## src/rtl/usb_rx_packet_ctrl_pkg.sv

```systemverilog
// Shared USB receive definitions: PID codes, payload limit, controller state type.
package usb_rx_packet_ctrl_pkg;

  localparam logic [3:0] PID_OUT   = 4'b0001;
  localparam logic [3:0] PID_IN    = 4'b1001;
  localparam logic [3:0] PID_SOF   = 4'b0101;
  localparam logic [3:0] PID_SETUP = 4'b1101;
  localparam logic [3:0] PID_DATA0 = 4'b0011;
  localparam logic [3:0] PID_DATA1 = 4'b1011;
  localparam logic [3:0] PID_ACK   = 4'b0010;
  localparam logic [3:0] PID_NAK   = 4'b1010;

  localparam int MAX_PAYLOAD = 64;

  typedef enum logic [1:0] {ST_IDLE, ST_TOKEN, ST_DATA, ST_IGNORE} state_t;

  function automatic logic is_token(input logic [3:0] pid);
    return (pid == PID_OUT) || (pid == PID_IN) || (pid == PID_SOF) || (pid == PID_SETUP);
  endfunction

  function automatic logic is_data(input logic [3:0] pid);
    return (pid == PID_DATA0) || (pid == PID_DATA1);
  endfunction

endpackage

```

## src/rtl/usb_crc_strip.sv

```systemverilog
// Two-byte delay line that hides the trailing CRC16 bytes and counts forwarded payload.
module usb_crc_strip
  import usb_rx_packet_ctrl_pkg::*;
(
  input  logic       clk,
  input  logic       rst,
  input  logic       i_clr,
  input  logic       i_en,
  input  logic       i_strobe,
  input  logic [7:0] i_data,
  output logic [7:0] o_byte,
  output logic       o_byte_valid,
  output logic       o_short,
  output logic       o_ovf
);

  logic [7:0] r_dly0;
  logic [7:0] r_dly1;
  logic [1:0] r_fill;
  logic [6:0] r_fwd;
  logic       r_ovf;
  logic       w_push;

  assign w_push  = i_en & i_strobe;
  assign o_short = (r_fill != 2'd2);
  assign o_ovf   = r_ovf;

  always_ff @(posedge clk) begin
    if (w_push) begin
      r_dly0 <= i_data;
      r_dly1 <= r_dly0;
    end
  end

  always_ff @(posedge clk or posedge rst) begin
    if (rst) begin
      r_fill       <= 2'd0;
      r_fwd        <= 7'd0;
      r_ovf        <= 1'b0;
      o_byte       <= 8'd0;
      o_byte_valid <= 1'b0;
    end else begin
      o_byte_valid <= 1'b0;
      if (i_clr) begin
        r_fill <= 2'd0;
        r_fwd  <= 7'd0;
        r_ovf  <= 1'b0;
      end else if (w_push) begin
        if (r_fill != 2'd2) r_fill <= r_fill + 2'd1;
        // A byte is payload only once two newer bytes have arrived behind it.
        if (r_fill == 2'd2) begin
          if (r_fwd == 7'(MAX_PAYLOAD)) begin
            r_ovf <= 1'b1;
          end else begin
            o_byte       <= r_dly1;
            o_byte_valid <= 1'b1;
            r_fwd        <= r_fwd + 7'd1;
          end
        end
      end
    end
  end

endmodule

```

## src/rtl/usb_rx_packet_ctrl.sv

```systemverilog
// USB device receive packet controller: token decode, SOF capture, OUT/SETUP data phase
// with toggle tracking and handshake request generation.
module usb_rx_packet_ctrl
  import usb_rx_packet_ctrl_pkg::*;
(
  input  logic        clk_48,
  input  logic        rst,
  input  logic [3:0]  xpid,
  input  logic [7:0]  xdata,
  input  logic        xpacket,
  input  logic        xdatastrobe,
  input  logic        xcrc5_ok,
  input  logic        xcrc16_ok,
  input  logic        usb_rst,
  input  logic [6:0]  dev_addr,
  input  logic [15:0] ep_ready,
  output logic        tok_valid,
  output logic [3:0]  tok_pid,
  output logic [3:0]  tok_ep,
  output logic        sof_valid,
  output logic [10:0] frame_num,
  output logic [7:0]  rx_byte,
  output logic        rx_byte_valid,
  output logic        rx_commit,
  output logic        rx_abort,
  output logic        hs_req,
  output logic [3:0]  hs_pid,
  output logic        ack_rcvd
);

  state_t      r_state;
  logic        r_pkt_d;
  logic [3:0]  r_pid;
  logic [3:0]  r_ep;
  logic        r_armed;
  logic [3:0]  r_arm_ep;
  logic [15:0] r_toggle;
  logic [1:0]  r_tcnt;
  logic [7:0]  r_b0;
  logic [2:0]  r_b1;
  logic        w_start;
  logic        w_end;
  logic        w_short;
  logic        w_ovf;
  logic [3:0]  w_tok_ep;
  logic [3:0]  w_exp_pid;

  assign w_start   = xpacket & ~r_pkt_d;
  assign w_end     = ~xpacket & r_pkt_d;
  assign w_tok_ep  = {r_b1, r_b0[7]};
  assign w_exp_pid = r_toggle[r_ep] ? PID_DATA1 : PID_DATA0;

  usb_crc_strip u_strip (
    .clk          (clk_48),
    .rst          (rst),
    .i_clr        (w_start),
    .i_en         (r_state == ST_DATA),
    .i_strobe     (xdatastrobe),
    .i_data       (xdata),
    .o_byte       (rx_byte),
    .o_byte_valid (rx_byte_valid),
    .o_short      (w_short),
    .o_ovf        (w_ovf)
  );

  always_ff @(posedge clk_48) begin
    if (xdatastrobe && r_state == ST_TOKEN) begin
      if (r_tcnt == 2'd0) r_b0 <= xdata;
      if (r_tcnt == 2'd1) r_b1 <= xdata[2:0];
    end
  end

  // r_pkt_d resets high so a packet already in flight at reset release is never seen as a start.
  always_ff @(posedge clk_48 or posedge rst) begin
    if (rst) begin
      r_state   <= ST_IDLE;
      r_pkt_d   <= 1'b1;
      r_pid     <= 4'd0;
      r_ep      <= 4'd0;
      r_armed   <= 1'b0;
      r_arm_ep  <= 4'd0;
      r_toggle  <= 16'd0;
      r_tcnt    <= 2'd0;
      frame_num <= 11'd0;
      tok_valid <= 1'b0;
      tok_pid   <= 4'd0;
      tok_ep    <= 4'd0;
      sof_valid <= 1'b0;
      rx_commit <= 1'b0;
      rx_abort  <= 1'b0;
      hs_req    <= 1'b0;
      hs_pid    <= 4'd0;
      ack_rcvd  <= 1'b0;
    end else begin
      r_pkt_d   <= xpacket;
      tok_valid <= 1'b0;
      sof_valid <= 1'b0;
      rx_commit <= 1'b0;
      rx_abort  <= 1'b0;
      hs_req    <= 1'b0;
      ack_rcvd  <= 1'b0;
      if (usb_rst) begin
        r_toggle <= 16'd0;
        r_armed  <= 1'b0;
        r_state  <= ST_IDLE;
        if (r_state == ST_DATA) rx_abort <= 1'b1;
      end else if (w_start) begin
        // A start while still in DATA means the previous end was lost.
        if (r_state == ST_DATA) rx_abort <= 1'b1;
        r_pid  <= xpid;
        r_tcnt <= 2'd0;
        if (is_token(xpid)) begin
          r_state <= ST_TOKEN;
          r_armed <= 1'b0;
        end else if (is_data(xpid) && r_armed) begin
          r_state <= ST_DATA;
          r_ep    <= r_arm_ep;
        end else begin
          r_armed <= 1'b0;
          if (xpid == PID_ACK) begin
            ack_rcvd <= 1'b1;
            r_state  <= ST_IDLE;
          end else begin
            r_state <= ST_IGNORE;
          end
        end
      end else if (w_end) begin
        r_state <= ST_IDLE;
        case (r_state)
          ST_TOKEN: begin
            if (r_tcnt == 2'd2 && xcrc5_ok) begin
              if (r_pid == PID_SOF) begin
                frame_num <= {r_b1, r_b0};
                sof_valid <= 1'b1;
              end else if (r_b0[6:0] == dev_addr) begin
                tok_valid <= 1'b1;
                tok_pid   <= r_pid;
                tok_ep    <= w_tok_ep;
                if (r_pid == PID_OUT || r_pid == PID_SETUP) begin
                  r_armed  <= 1'b1;
                  r_arm_ep <= w_tok_ep;
                end
                if (r_pid == PID_SETUP) r_toggle[w_tok_ep] <= 1'b0;
              end
            end
          end
          ST_DATA: begin
            if (!xcrc16_ok || w_short || w_ovf) begin
              rx_abort <= 1'b1;
            end else begin
              hs_req <= 1'b1;
              if (!ep_ready[r_ep]) begin
                rx_abort <= 1'b1;
                hs_pid   <= PID_NAK;
              end else begin
                hs_pid <= PID_ACK;
                if (r_pid == w_exp_pid) begin
                  rx_commit        <= 1'b1;
                  r_toggle[r_ep]   <= ~r_toggle[r_ep];
                end else begin
                  rx_abort <= 1'b1;
                end
              end
            end
          end
          default: ;
        endcase
      end else if (xdatastrobe && r_state == ST_TOKEN && r_tcnt != 2'd3) begin
        r_tcnt <= r_tcnt + 2'd1;
      end
    end
  end

endmodule

```

## config.mk

```make
export PLATFORM = sky130hd
export DESIGN_NAME = usb_rx_packet_ctrl
export DESIGN_NICKNAME = d
export VERILOG_FILES = /design/src/rtl/usb_rx_packet_ctrl_pkg.sv /design/src/rtl/usb_crc_strip.sv /design/src/rtl/usb_rx_packet_ctrl.sv
export SDC_FILE = /design/constraint.sdc
export NUM_CORES = 1
export LEC_CHECK = 0
export BUFFER_PORTS_ARGS = -buffer_cell sky130_fd_sc_hd__buf_2
export CAP_MARGIN = 15
export CORE_MARGIN = 10
export CORE_UTILIZATION = 55
export CTS_BUF_LIST = sky130_fd_sc_hd__clkbuf_4 sky130_fd_sc_hd__clkbuf_8 sky130_fd_sc_hd__clkbuf_16
export CTS_CLUSTER_DIAMETER = 50
export CTS_CLUSTER_SIZE = 12
export DETAILED_ROUTE_END_ITERATION = 8
export GPL_TIMING_DRIVEN = 1
export PLACE_DENSITY = 0.82
export SLEW_MARGIN = 20
export SYNTH_ARGS = -nofsm -noshare
export SYNTH_HDL_FRONTEND = slang
export SYNTH_SLANG_ARGS = --single-unit
```

## constraint.sdc

```tcl
create_clock -name clk_48 -period 5.6 [get_ports clk_48]
set_clock_uncertainty 0.1 [all_clocks]
set_input_delay 0.28 -clock clk_48 [delete_from_list [all_inputs] [get_ports clk_48]]
set_output_delay 0.28 -clock clk_48 [all_outputs]
set_load 0.005 [all_outputs]
```

# [Word level (Yosys, flattened, before mapping)]
# Cells that the tools add are included.
[classes] addsub=3 order_cmp=4 n_eq_ne=32 n_mux=94 bitwise=14 reduce_logical=42
[op_table] cell="$mux W16" count=10
[op_table] cell="$mux W1" count=60
[op_table] cell="$pmux W16 S2" count=1
[op_table] cell="$mux W7" count=4
[op_table] cell="$mux W2" count=12
[op_table] cell="$reduce_bool A3 Y1" count=6
[op_table] cell="$and A16 B16 Y16" count=1
[op_table] cell="$bwmux W16" count=1
[op_table] cell="$eq A4 B4 Y1 const B" count=4
[op_table] cell="$not A16 Y16" count=1
[op_table] cell="$reduce_and A7 Y1" count=2
[op_table] cell="$ne A3 B2 Y1 const B" count=4
[op_table] cell="$ne A3 B3 Y1 const B" count=4
[op_table] cell="$reduce_bool A2 Y1" count=6
[op_table] cell="$lt A4 B5 Y1 const B" count=2
[op_table] cell="$reduce_and A10 Y1" count=1
[op_table] cell="$not A1 Y1" count=9
[op_table] cell="$reduce_and A3 Y1" count=3
[op_table] cell="$bmux W1 S4" count=2
[op_table] cell="$demux W1 S4" count=2
[op_table] cell="$eq A4 B1 Y1 const B" count=2
[op_table] cell="$eq A4 B2 Y1 const B" count=2
[op_table] cell="$eq A4 B3 Y1 const B" count=2
[op_table] cell="$ge A4 B1 Y1 const B" count=2
[op_table] cell="other kinds (21)" count=46
[totals] reg_bits=109 out_inout_bits=38 elab_cells=216

# [Longest topological paths before layout]
# Gate-level depths: netlist of the first run.
[logic_depth] ltp_word=14 depth_mapped=9

# [By module]
# A second synthesis of the first run with hierarchy kept.
[hier_totals] cells_unflattened=461 hier_area_um2=5363.9
[modules_own_cells] mod="usb_rx_packet_ctrl" n_inst=1 cells_each=369 area_per_inst_um2=3960.0
[modules_own_cells] mod="usb_crc_strip" n_inst=1 cells_each=92 area_per_inst_um2=1403.8

# [Least setup slack after synthesis of the first run]
# No wires, ideal clock.
[synth_timing] kind="register to register" start="register r_ep[0]" end="register r_toggle[5]" arrival_time_ns=2.078 required_ns=5.375 slack_ns=3.298 stages_incl_launch_ff=7 n_path_buf=0 period_less_slack_ns=2.302 path_cell_list="dfrtp_1 -> mux4_1 -> mux2i_1 -> xnor2_1 -> nand4_1 -> a21oi_1 -> mux2_2"
[synth_between] elab_chain_len=12 elab_cells_between_ends=23 classes_between="order compare (2); eq/ne (3); mux (15); bitwise (1); reduce/logical (2)"
[synth_rtl] item="start, declared" line_no="usb_rx_packet_ctrl.sv:34" rtl="logic [3:0] r_ep;"
[synth_rtl] item="start signal, assigned" line_no="usb_rx_packet_ctrl.sv:117" rtl="r_ep <= r_arm_ep;"
[synth_rtl] item="$lt A4 B5 Y1 (implied by the code) / $ge A4 B1 Y1 (equally long branches)" line_no="usb_rx_packet_ctrl.sv:159" rtl="r_toggle[r_ep] <= ~r_toggle[r_ep];"
[synth_rtl] item="$logic_and A1 B1 Y1 (implied by the code)" line_no="usb_rx_packet_ctrl.sv:159"
[synth_rtl] item="$mux W1 (implied by the code)" line_no="usb_rx_packet_ctrl.sv:159"
[synth_rtl] item="$demux W1 S4" line_no="usb_rx_packet_ctrl.sv:159"
[synth_rtl] item="$bwmux W16" line_no="usb_rx_packet_ctrl.sv:159"
[synth_rtl] item="$mux W16" line_no="usb_rx_packet_ctrl.sv:157" rtl="if (r_pid == w_exp_pid) begin"
[synth_rtl] item="$mux W16" line_no="usb_rx_packet_ctrl.sv:152" rtl="if (!ep_ready[r_ep]) begin"
[synth_rtl] item="$mux W16" line_no="usb_rx_packet_ctrl.sv:148" rtl="if (!xcrc16_ok || w_short || w_ovf) begin"
[synth_rtl] item="$pmux W16 S2" line_no="usb_rx_packet_ctrl.sv:129" rtl="case (r_state)"
[synth_rtl] item="$mux W16" line_no="usb_rx_packet_ctrl.sv:127" rtl="end else if (w_end) begin"
[synth_rtl] item="$mux W16" line_no="usb_rx_packet_ctrl.sv:107" rtl="end else if (w_start) begin"
[synth_rtl] item="$mux W16" line_no="usb_rx_packet_ctrl.sv:102" rtl="if (usb_rst) begin"
[synth_rtl] item="end signal, assigned by index" line_no="usb_rx_packet_ctrl.sv:159"
[synth_rtl] item="end, declared" line_no="usb_rx_packet_ctrl.sv:37" rtl="logic [15:0] r_toggle;"
# Parallel ways exist; a longest one is shown, timed or not. The select of a mux whose other input is x is not followed.
# A chain may end at the register's enable or synchronous reset.

# [Worst setup path in the final report of the first run]
[layout_timing] start="register r_b0[0]" end="register r_arm_ep[1]"
[layout_between] elab_chain_len=2
[layout_rtl] item="start, declared" line_no="usb_rx_packet_ctrl.sv:39" rtl="logic [7:0] r_b0;"
[layout_rtl] item="start signal, assigned" line_no="usb_rx_packet_ctrl.sv:68" rtl="if (r_tcnt == 2'd0) r_b0 <= xdata;"
[layout_rtl] item="$eq A7 B7 Y1" line_no="usb_rx_packet_ctrl.sv:135" rtl="end else if (r_b0[6:0] == dev_addr) begin"
[layout_rtl] item="$reduce_and A8 Y1 (no source line)"
[layout_rtl] item="end signal, assigned" line_no="usb_rx_packet_ctrl.sv:141" rtl="r_arm_ep <= w_tok_ep;"
[layout_rtl] item="end, declared" line_no="usb_rx_packet_ctrl.sv:36" rtl="logic [3:0] r_arm_ep;"
# No other way between the ends.

==> results of run 1 <==
-- sequential cells by signal, summed over array words and instances, names as in the netlist, 2 cells and up --
name and count:
u_strip.o_byte 8, r_state 2, r_ep 4, r_toggle 16
r_tcnt 2, frame_num 11, u_strip.r_fill 2, r_arm_ep 4
r_b1 3, u_strip.r_fwd 7, hs_pid 2, u_strip.r_dly0 8
tok_pid 4, tok_ep 4, r_pid 4, u_strip.r_dly1 8
r_b0 8
-- worst max-delay path, delay by kind of cell, from the launching register on --
kind	cells	cell delay, ns
and+or+nand+nor	3	1.27
DFF	1	0.43
muxes	1	0.39
AOI/OAI and AO/OA	1	0.47
xor gates and xnor gates	1	0.17
-- Yosys cell counts (2+ instances only) --
cell,count,area [um2]
a211oi_1,2,15.0
a21oi_1,14,70.1
a32o_1,13,130
a32oi_1,3,26.3
a41oi_1,5,43.8
and2_1,8,50.1
and2b_1,2,15.0
and3_1,3,18.8
buf_2,7,35.0
buf_4,2,15.0
clkbuf_1,10,37.5
dfrtp_1,79,1980
edfxtp_1,27,811
ha_1,7,87.6
inv_1,10,37.5
maj3_1,2,20.0
mux2_1,5,56.3
mux2_2,46,518
mux2i_1,4,40.0
mux4_1,5,131
mux4_2,3,67.6
nand2_1,19,71.3
nand2b_1,4,25.0
nand3_1,10,50.1
nand3b_1,2,15.0
nand4_1,16,100
nand4b_1,2,17.5
nor2_1,26,97.6
nor2b_1,15,93.8
nor3_1,10,50.1
nor4_1,4,25.0
o21a_1,3,22.5
o21ai_0,10,50.1
o22a_1,2,17.5
o31ai_1,5,37.5
or3_1,2,12.5
xnor2_1,10,87.6
xor2_1,7,61.3
-- power by group through the flow --
stage | clock network [mW] | registers (mW) | logic [mW]
finish | 0.536 | 0.835 | 0.116
floorplan | 0 | 0.844 | 0.0715
global placement | 0 | 0.849 | 0.105
CTS | 0.548 | 0.834 | 0.113
detailed placement | 0 | 0.850 | 0.109
global route | 0.575 | 0.837 | 0.129
-- stage by stage --
step | cell area (um2) | util (%) | setup WS, ns | hold WS [ns]
6_report | 5970 | 64.9 | 2.66 | 0.00831
2_1_floorplan | 5170 | - | 3.17 | 0.184
5_1_grt | 5970 | 64.9 | 2.48 | 0.00518
3_5_place_dp | 5630 | 61.2 | 2.60 | 0.305
4_1_cts | 5920 | 64.3 | 2.58 | 0.0000395
3_3_place_gp | 5630 | 61.2 | 2.82 | 0.301
-- cells by family after synthesis --
logic type      share of synthesized area (%)
compound gates                           8.47
xor+xnor                                 3.20
other cells                            0.0726
mux                                      16.2
buf+inv                                  2.64
fa+ha+maj                                2.08
simple gates                             12.9
flops                                    54.4
-- timing repair --
item | 4_1_cts | 5_1_grt
gates resized for setup | 0 | 0
hold endpoints to repair | 11 | 42
buffers inserted | 0 | 0
hold buffers | 6 | 2
-- worst max-delay path by stage --
stage	from	end	depth (start not counted)
floorplan	rst	ack_rcvd	1
global placement	r_b0[0]	r_arm_ep[2]	6
detailed placement	r_b0[0]	r_arm_ep[1]	6
CTS	r_b0[0]	r_arm_ep[1]	6
global route	r_b0[4]	r_arm_ep[1]	6
finish	r_b0[0]	r_arm_ep[1]	6
-- cells in the final DEF, fill, tap and decap left out, drive strengths merged, types with 9 or more instances in the layout --
cell type,instances
nand4,16
buf,81
nor2,26
inv,13
edfxtp,27
dfrtp,79
o21ai,10
nand3,10
a21oi,14
mux2,51
nor3,10
nor2b,15
clkbuf,9
xnor2,11
a32o,13
nand2,19
-- layout make-up --
class	instances	area, um2
multi-input combinational	279	2240
inverter	10	38.8
sequential	107	2810
tap	111	139
clock buffer	9	124
timing repair buffer	89	508
clock inverter	7	108
fill	677	3220
-- layer usage --
metal	routed length [um]	GRT usage, %	up-vias
li1	-	-	1701
met5	0	0	-
met2	5860	29.7	134
met1	4860	21.6	1843
met3	860	5.15	13
met4	159	4.78	0
==> results.yml, run 1 <==
timing:
  fin_crit_ns: 2.94
  finalHoldViolCount: 0
  finalSetupViolations: 0
  finalMaxSlewViolations: 0
  max_slew_margin_pct: 27.0
  rsz0062_at_grt: "false"
  setup_tns_ns: 0
  max_freq_mhz: 340
  tightest_slew_ns: 1.09
  period_share_pct: 52.5
die:
  ioPinCount: 80
  dieHeight_um: 117
  rows: 35
  dieArea_mm2: 0.0137
  core_area_mm2: 0.00920
  die_w_um: 117
  start_util_pct: 56.2
placed_design:
  gp_congestion: 0.902
  dp.cells: 586
  io_buffer_count: 77
  hpwlAfterDp_um: 8490
worst_setup_path:
  rrSetupSlack_ns: 2.66
  path_max_fanout: 7
  r2r-end: "r_arm_ep[1]"
  crit_type: "flip-flop to flip-flop"
  crit_chain: "xnor2_1, nand4_1, nor4_1, o211ai_1, nor2b_1, mux2_2"
  reg2regPathDepth: 6
  r2r-start: "r_b0[0]"
  required_ns: 5.77
  cp_slowest_cell: "nor4_1"
  endpoint_kind: "flip-flop"
  slowest_delay_ns: 0.72
  cp-start-kind: "flip-flop"
  arrival_ns: 3.11
power:
  p_switching_mw: 0.359
  cellPowerDensity_mw_per_mm2: 249
  power.share.combinational_pct: 7.8
  max-vdd-ir-drop_v: 0.000212
  swShare_pct: 24.1
  seq_power_share_pct: 56.2
  p_leak_nw: 2.70
  power_mw: 1.49
  internal-power_mw: 1.13
  pwr-share-clk_pct: 36.1
grt:
  grt_overflow: 0
  first_global_vias: 3775
  grt_max_degree: 81
  grt_pass1_wl_um: 18800
  antenna_found_initial: 0
  grt_usage_pct: 17.6
routing:
  drt_wl_total_um: 11700
  first_pass_iters: 6
  routedWlPerCell_um: 19.2
  drt_iter0_markers: 259
  vias: 3691
  ant_nets: 0
  routed_via_density: 6.03
  drc: 0
synthesis:
  ys.warnings.count: 0
  synth-seq-cells: 107
  syn_inst: 415
  synth_edf_count: 27
  synth_async_sr_flop_share_pct: 74.8
  syn_area_mm2: 0.00517
  synth_ff_type: "dfrtp_1"
  syn_avg_cell_area_um2: 12.5
  synth.distinct_cells: 49
  ys_seq_area_share_pct: 54.4
finish:
  syn_to_final_growth_pct: 15.5
  drive_gt1_share_pct: 30.7
  fin_cells: 612
  num_antenna_cells: 0
  nNetsFinal: 545
worst_hold_path:
  holdPathEnd: "r_b0[2]"
  hp-start: "xdata[2]"
  hp-class: "input port to flip-flop"
  hold_depth: 1
clocking:
  h-tree-depth: 3
  root_buffer: "clkbuf_8"
  clkLatencyLatePin_ns: 0.38
  cts_tree: "yes"
  clkSinkCount: 107
  clk_pin_slew_ns: 0.10
  clk_path_buf_depth: 2
  cts_buffers: 9
flow_run:
  maxCapViolations: 0
run_status:
  status: "finished, final reports clean"
(Power assumes the default switching activity.)
==> run 2: changes to the inputs <==
Settings changed: CORE_UTILIZATION 55 to 51, PLACE_DENSITY 0.82 to 0.8.
Clock period 5.6 ns to 2.4 ns, I/O delays scaled along.
==> run 2 against run 1 <==
  * The flow now finishes with violations (negative setup slack)
  * Via count up 7.6%
  * Sequential power up 130%
  * Clock power up 130%
  * Sequential share of layout area down 3.0 points
  * Critical endpoint is now r_toggle[5]
  * Total power up 140%
  * First-iteration DRC count up 58%
  * Count of clock-buffer cells in the layout unchanged
==> results.yml, run 2 (same netlist as run 1, synthesis figures left out) <==
run_status:
  status: "finished, violations left"
  violations: "negative setup slack"
finish:
  final_cell_mix: "dfrtp_1, buf_2, mux2_2"
  largest_registers: "r_toggle x16, frame_num x11"
  final_core_util_pct: 65.0
  multi_input_area_mm2: 0.00235
  syn_to_final_growth_pct: 23.5
  seq_area_mm2: 0.00282
  largest_reg_flops: 16
  nNetsFinal: 581
  top_register: "r_toggle"
  drive_gt1_share_pct: 37.6
  nFillCells: 764
  final_area_mm2: 0.00638
  num_antenna_cells: 0
worst_setup_path:
  cp-start-kind: "flip-flop"
  crit_type: "flip-flop to flip-flop"
  crit_chain: "mux4_1, mux2i_2, xnor2_2, nand4_1, a21oi_1, mux2_2"
  critPathBufInv: 0
  required_ns: 2.58
  path_max_fanout: 5
  arrival_ns: 2.64
  cpLargestDelayFamily: "multiplexers"
  reg2regPathDepth: 6
  endpoint_kind: "flip-flop"
  crit_cells: 6
  slowest_delay_ns: 0.61
  cp_slowest_cell: "mux4_1"
grt:
  grt_pass1_wl_um: 20600
  grt_max_degree: 39
  antenna_found_initial: 0
  grt_overflow: 0
  first_global_vias: 4024
  grt_usage_pct: 17.6
routing:
  drt_wl_total_um: 12900
  drc: 0
  first_pass_iters: 5
  vias: 3972
  ant_nets: 0
  routed_via_density: 5.93
  drt_iter0_markers: 410
  routedWlPerCell_um: 19.3
power:
  power.share.combinational_pct: 9.8
  power_mw: 3.49
  pwr-share-clk_pct: 34.6
  p_switching_mw: 0.979
  p_leak_nw: 2.89
  cellPowerDensity_mw_per_mm2: 547
  swShare_pct: 28.0
  seq_power_share_pct: 55.6
  max-vdd-ir-drop_v: 0.000326
  internal-power_mw: 2.51
die:
  ioPinCount: 80
  start_util_pct: 52.6
  die_w_um: 121
  core_area_mm2: 0.00982
  dieHeight_um: 121
  rows: 36
  dieArea_mm2: 0.0146
clocking:
  cts_buffers: 9
  clkSinkCount: 107
  root_buffer: "clkbuf_8"
  clk_pin_slew_ns: 0.12
  h-tree-depth: 3
  clk_path_buf_depth: 2
  clkLatencyLatePin_ns: 0.40
  cts_tree: "yes"
placed_design:
  placed_area_mm2: 0.00587
  hpwlAfterDp_um: 9100
  gp_congestion: 0.952
  io_buffer_count: 77
timing:
  setup_tns_ns: -0.212
  rsz0062_at_grt: "true"
  whs_ns: 0.0749
  period_share_pct: 102
  fin_crit_ns: 2.46
  finalMaxSlewViolations: 0
  max_freq_mhz: 407
  finalHoldViolCount: 0
  finalSetupViolations: 8
  max_slew_margin_pct: 45.1
  setup_ws_ns: -0.0557
  tightest_slew_ns: 0.822
flow_run:
  maxCapViolations: 0
worst_hold_path:
  hp-class: "input port to flip-flop"
  hold_depth: 2
run 2: cell count changes in the layout (fill, tap and decap cells not counted), moves of 3 or more:
cell,change
buf_4,+28
a21oi_1,-5
mux2_4,+3
nor3_1,-3
o21ai_0,-4
dlygate4sd3_1,+6
o21ai_1,+3
nor3_2,+3
a21oi_2,+5
run 2: final cells by class:
type	count	area share (%)
clock inverter	7	1.61
sequential	107	44.1
timing repair buffer	124	12.4
multi-input combinational	280	36.8
clock buffer	9	1.94
inverter	10	0.607
tap	133	2.61
run 2: timing repair:
action                     in CTS  in global routing
gates cloned                    0                  1
hold buffers                   14                  0
setup buffers                   2                  2
gates resized for setup        13                 15
hold endpoints to repair       64                  0
pin swaps                      11                  7
setup endpoints to repair      19                 21
run 2: through the flow:
step,worst slack (ns),instances
CTS,-0.0351,667
global route,-0.117,670
global placement,-0.0574,635
floorplan,0.0977,416
finish,-0.0557,670
detailed placement,-0.231,635
run 2: layer usage:
metal	part of all wire [%]	up-vias	wire length, um	GRT usage, %
li1	-	1776	-	-
met1	40	1985	5230	21.2
met2	49	182	6350	29.4
met3	8.2	29	1060	4.61
met4	2.1	0	270	6.79
met5	0	-	0	0
run 2: path summary, 6_finish.rpt:
path | start | end | slack [ns]
setup / recovery | r_ep[0] | r_toggle[5] | -0.06
hold / removal | usb_rst | ack_rcvd | 0.07
setup reg to reg | r_ep[0] | r_toggle[5] | -0.06
hold reg to reg | u_strip.r_dly0[3] | u_strip.r_dly1[3] | 0.31
max in group asynchronous | rst | tok_ep[0] | 1.25
min in group asynchronous | rst | frame_num[5] | 0.24
run 2: power groups by stage:
stage,registers [mW],logic (mW),clock network [mW]
global placement,1.97,0.287,0
floorplan,1.97,0.167,0
global route,1.95,0.371,1.30
CTS,1.94,0.331,1.23
detailed placement,1.98,0.297,0
finish,1.94,0.342,1.21
==> run 3: changes to the inputs <==
Settings changed: SETUP_SLACK_MARGIN from default to 0.1.
==> run 3 against run 2 <==
  * The run still ends with negative setup slack left
  * Setup slack improved by 0.026 ns
  * Sequential power about the same
  * Die area unchanged
  * Wire length increased by 1.2%
  * First-iteration DRC count decreased by 33%
  * Total power decreased by 0.80%
  * Combinational power increased by 6%
  * Critical path type unchanged
==> results.yml, run 3 (same netlist as run 1, synthesis figures left out) <==
run_status:
  status: "finished, violations left"
  violations: "negative setup slack"
grt:
  antenna_found_initial: 0
  first_global_vias: 3898
  grt_overflow: 0
  grt_max_degree: 45
  grt_usage_pct: 17.5
  grt_pass1_wl_um: 20400
timing:
  finalSetupViolations: 3
  max_freq_mhz: 412
  max_slew_margin_pct: 55.2
  tightest_slew_ns: 0.672
  fin_crit_ns: 2.43
  setup_tns_ns: -0.0591
  setup_ws_ns: -0.0293
  finalHoldViolCount: 0
  finalMaxSlewViolations: 0
  rsz0062_at_grt: "true"
  period_share_pct: 101
routing:
  vias: 3934
  ant_nets: 0
  first_pass_iters: 5
  drt_iter0_markers: 275
  routedWlPerCell_um: 19.4
  drc: 0
  drt_wl_total_um: 13100
  routed_via_density: 5.85
placed_design:
  gp_congestion: 0.933
  hpwlAfterDp_um: 9350
  io_buffer_count: 77
  dp.cells: 638
worst_setup_path:
  endpoint_kind: "flip-flop"
  path_max_fanout: 6
  required_ns: 2.57
  arrival_ns: 2.60
  crit_type: "flip-flop to flip-flop"
  cp-start-kind: "flip-flop"
die:
  ioPinCount: 80
  dieHeight_um: 121
  die_w_um: 121
  start_util_pct: 52.6
  rows: 36
  dieArea_mm2: 0.0146
  core_area_mm2: 0.00982
finish:
  num_antenna_cells: 0
  fin_cells: 673
  nNetsFinal: 584
  largest_reg_flops: 16
  syn_to_final_growth_pct: 26.0
  top_register: "r_toggle"
  drive_gt1_share_pct: 40.7
  largest_registers: "r_toggle x16, frame_num x11"
  final_cell_mix: "dfrtp_1, buf_2, mux2_2"
clocking:
  clk_path_buf_depth: 2
  cts_tree: "yes"
  root_buffer: "clkbuf_8"
  cts_buffers: 9
  clk_pin_slew_ns: 0.12
  clkLatencyLatePin_ns: 0.39
  h-tree-depth: 3
  clkSinkCount: 107
flow_run:
  maxCapViolations: 0
power:
  p_leak_nw: 2.92
  power_mw: 3.46
  cellPowerDensity_mw_per_mm2: 532
  max-vdd-ir-drop_v: 0.000357
worst_hold_path:
  hp-class: "input port to flip-flop"
run 3: cell count changes in the layout (fill, tap and decap cells not counted), sizes merged:
cell    change
a211oi      -1
buf         +4
run 3: through the flow:
step	util (%)	cell area [um2]	hold slack, ns	worst slack, ns
3_3_place_gp	60.2	5910	0.117	-0.0199
4_1_cts	65.0	6380	0.0281	0.0157
6_report	66.3	6520	0.0238	-0.0293
3_5_place_dp	60.2	5910	0.135	-0.134
2_1_floorplan	-	5180	0.0245	0.119
5_1_grt	66.3	6520	0.0392	-0.0812
run 3: final timing paths:
check / end / slack [ns] / startpoint / cells past startpoint
setup / recovery: r_toggle[7] / -0.03 / r_ep[0] / 7
hold / removal: hs_req / 0.02 / xcrc16_ok / 3
setup reg to reg: r_toggle[7] / -0.03 / r_ep[0] / 7
min in group asynchronous: u_strip.r_fwd[3] / 0.25 / rst / 3
max in group asynchronous: tok_ep[2] / 1.29 / rst / 4
hold reg to reg: u_strip.r_dly1[2] / 0.33 / u_strip.r_dly0[2] / 0
run 3: layout make-up:
type,instances,area [um2]
multi-input combinational,279,2430
clock buffer,9,124
inverter,10,38.8
sequential,107,2820
timing repair buffer,128,848
clock inverter,7,91.3
tap,133,166
fill,748,3300
run 3: metal layers:
metal | wire [um] | vias up | part of all wire [%] | global-route usage [%]
li1 | - | 1774 | - | -
met4 | 211 | 0 | 1.6 | 5.28
met3 | 1010 | 21 | 7.7 | 4.75
met5 | 0 | - | 0 | 0
met1 | 5400 | 1975 | 41 | 21.9
met2 | 6450 | 164 | 49 | 28.9
run 3: critical path, cell delays in order (launching register included):
cell	delay [ns]
dfrtp_2	0.43
buf_4	0.13
mux4_2	0.54
mux2i_4	0.26
xnor2_4	0.19
nand4_1	0.17
a21oi_2	0.19
mux2_4	0.31
run 3: timing repair:
item                                   CTS  global route
pin swaps                               21            14
hold buffers                            14             0
resized for setup                       24            24
setup buffers                            3             2
endpoints found under the hold margin   60             0
setup endpoints to repair               21            22
run 3: power breakdown:
group | switching (mW) | leakage [nW] | internal [mW]
clock | 0.728 | 0.108 | 0.435
combinational | 0.190 | 1.47 | 0.170
sequential | 0.0344 | 1.34 | 1.91
total | 0.953 | 2.92 | 2.51
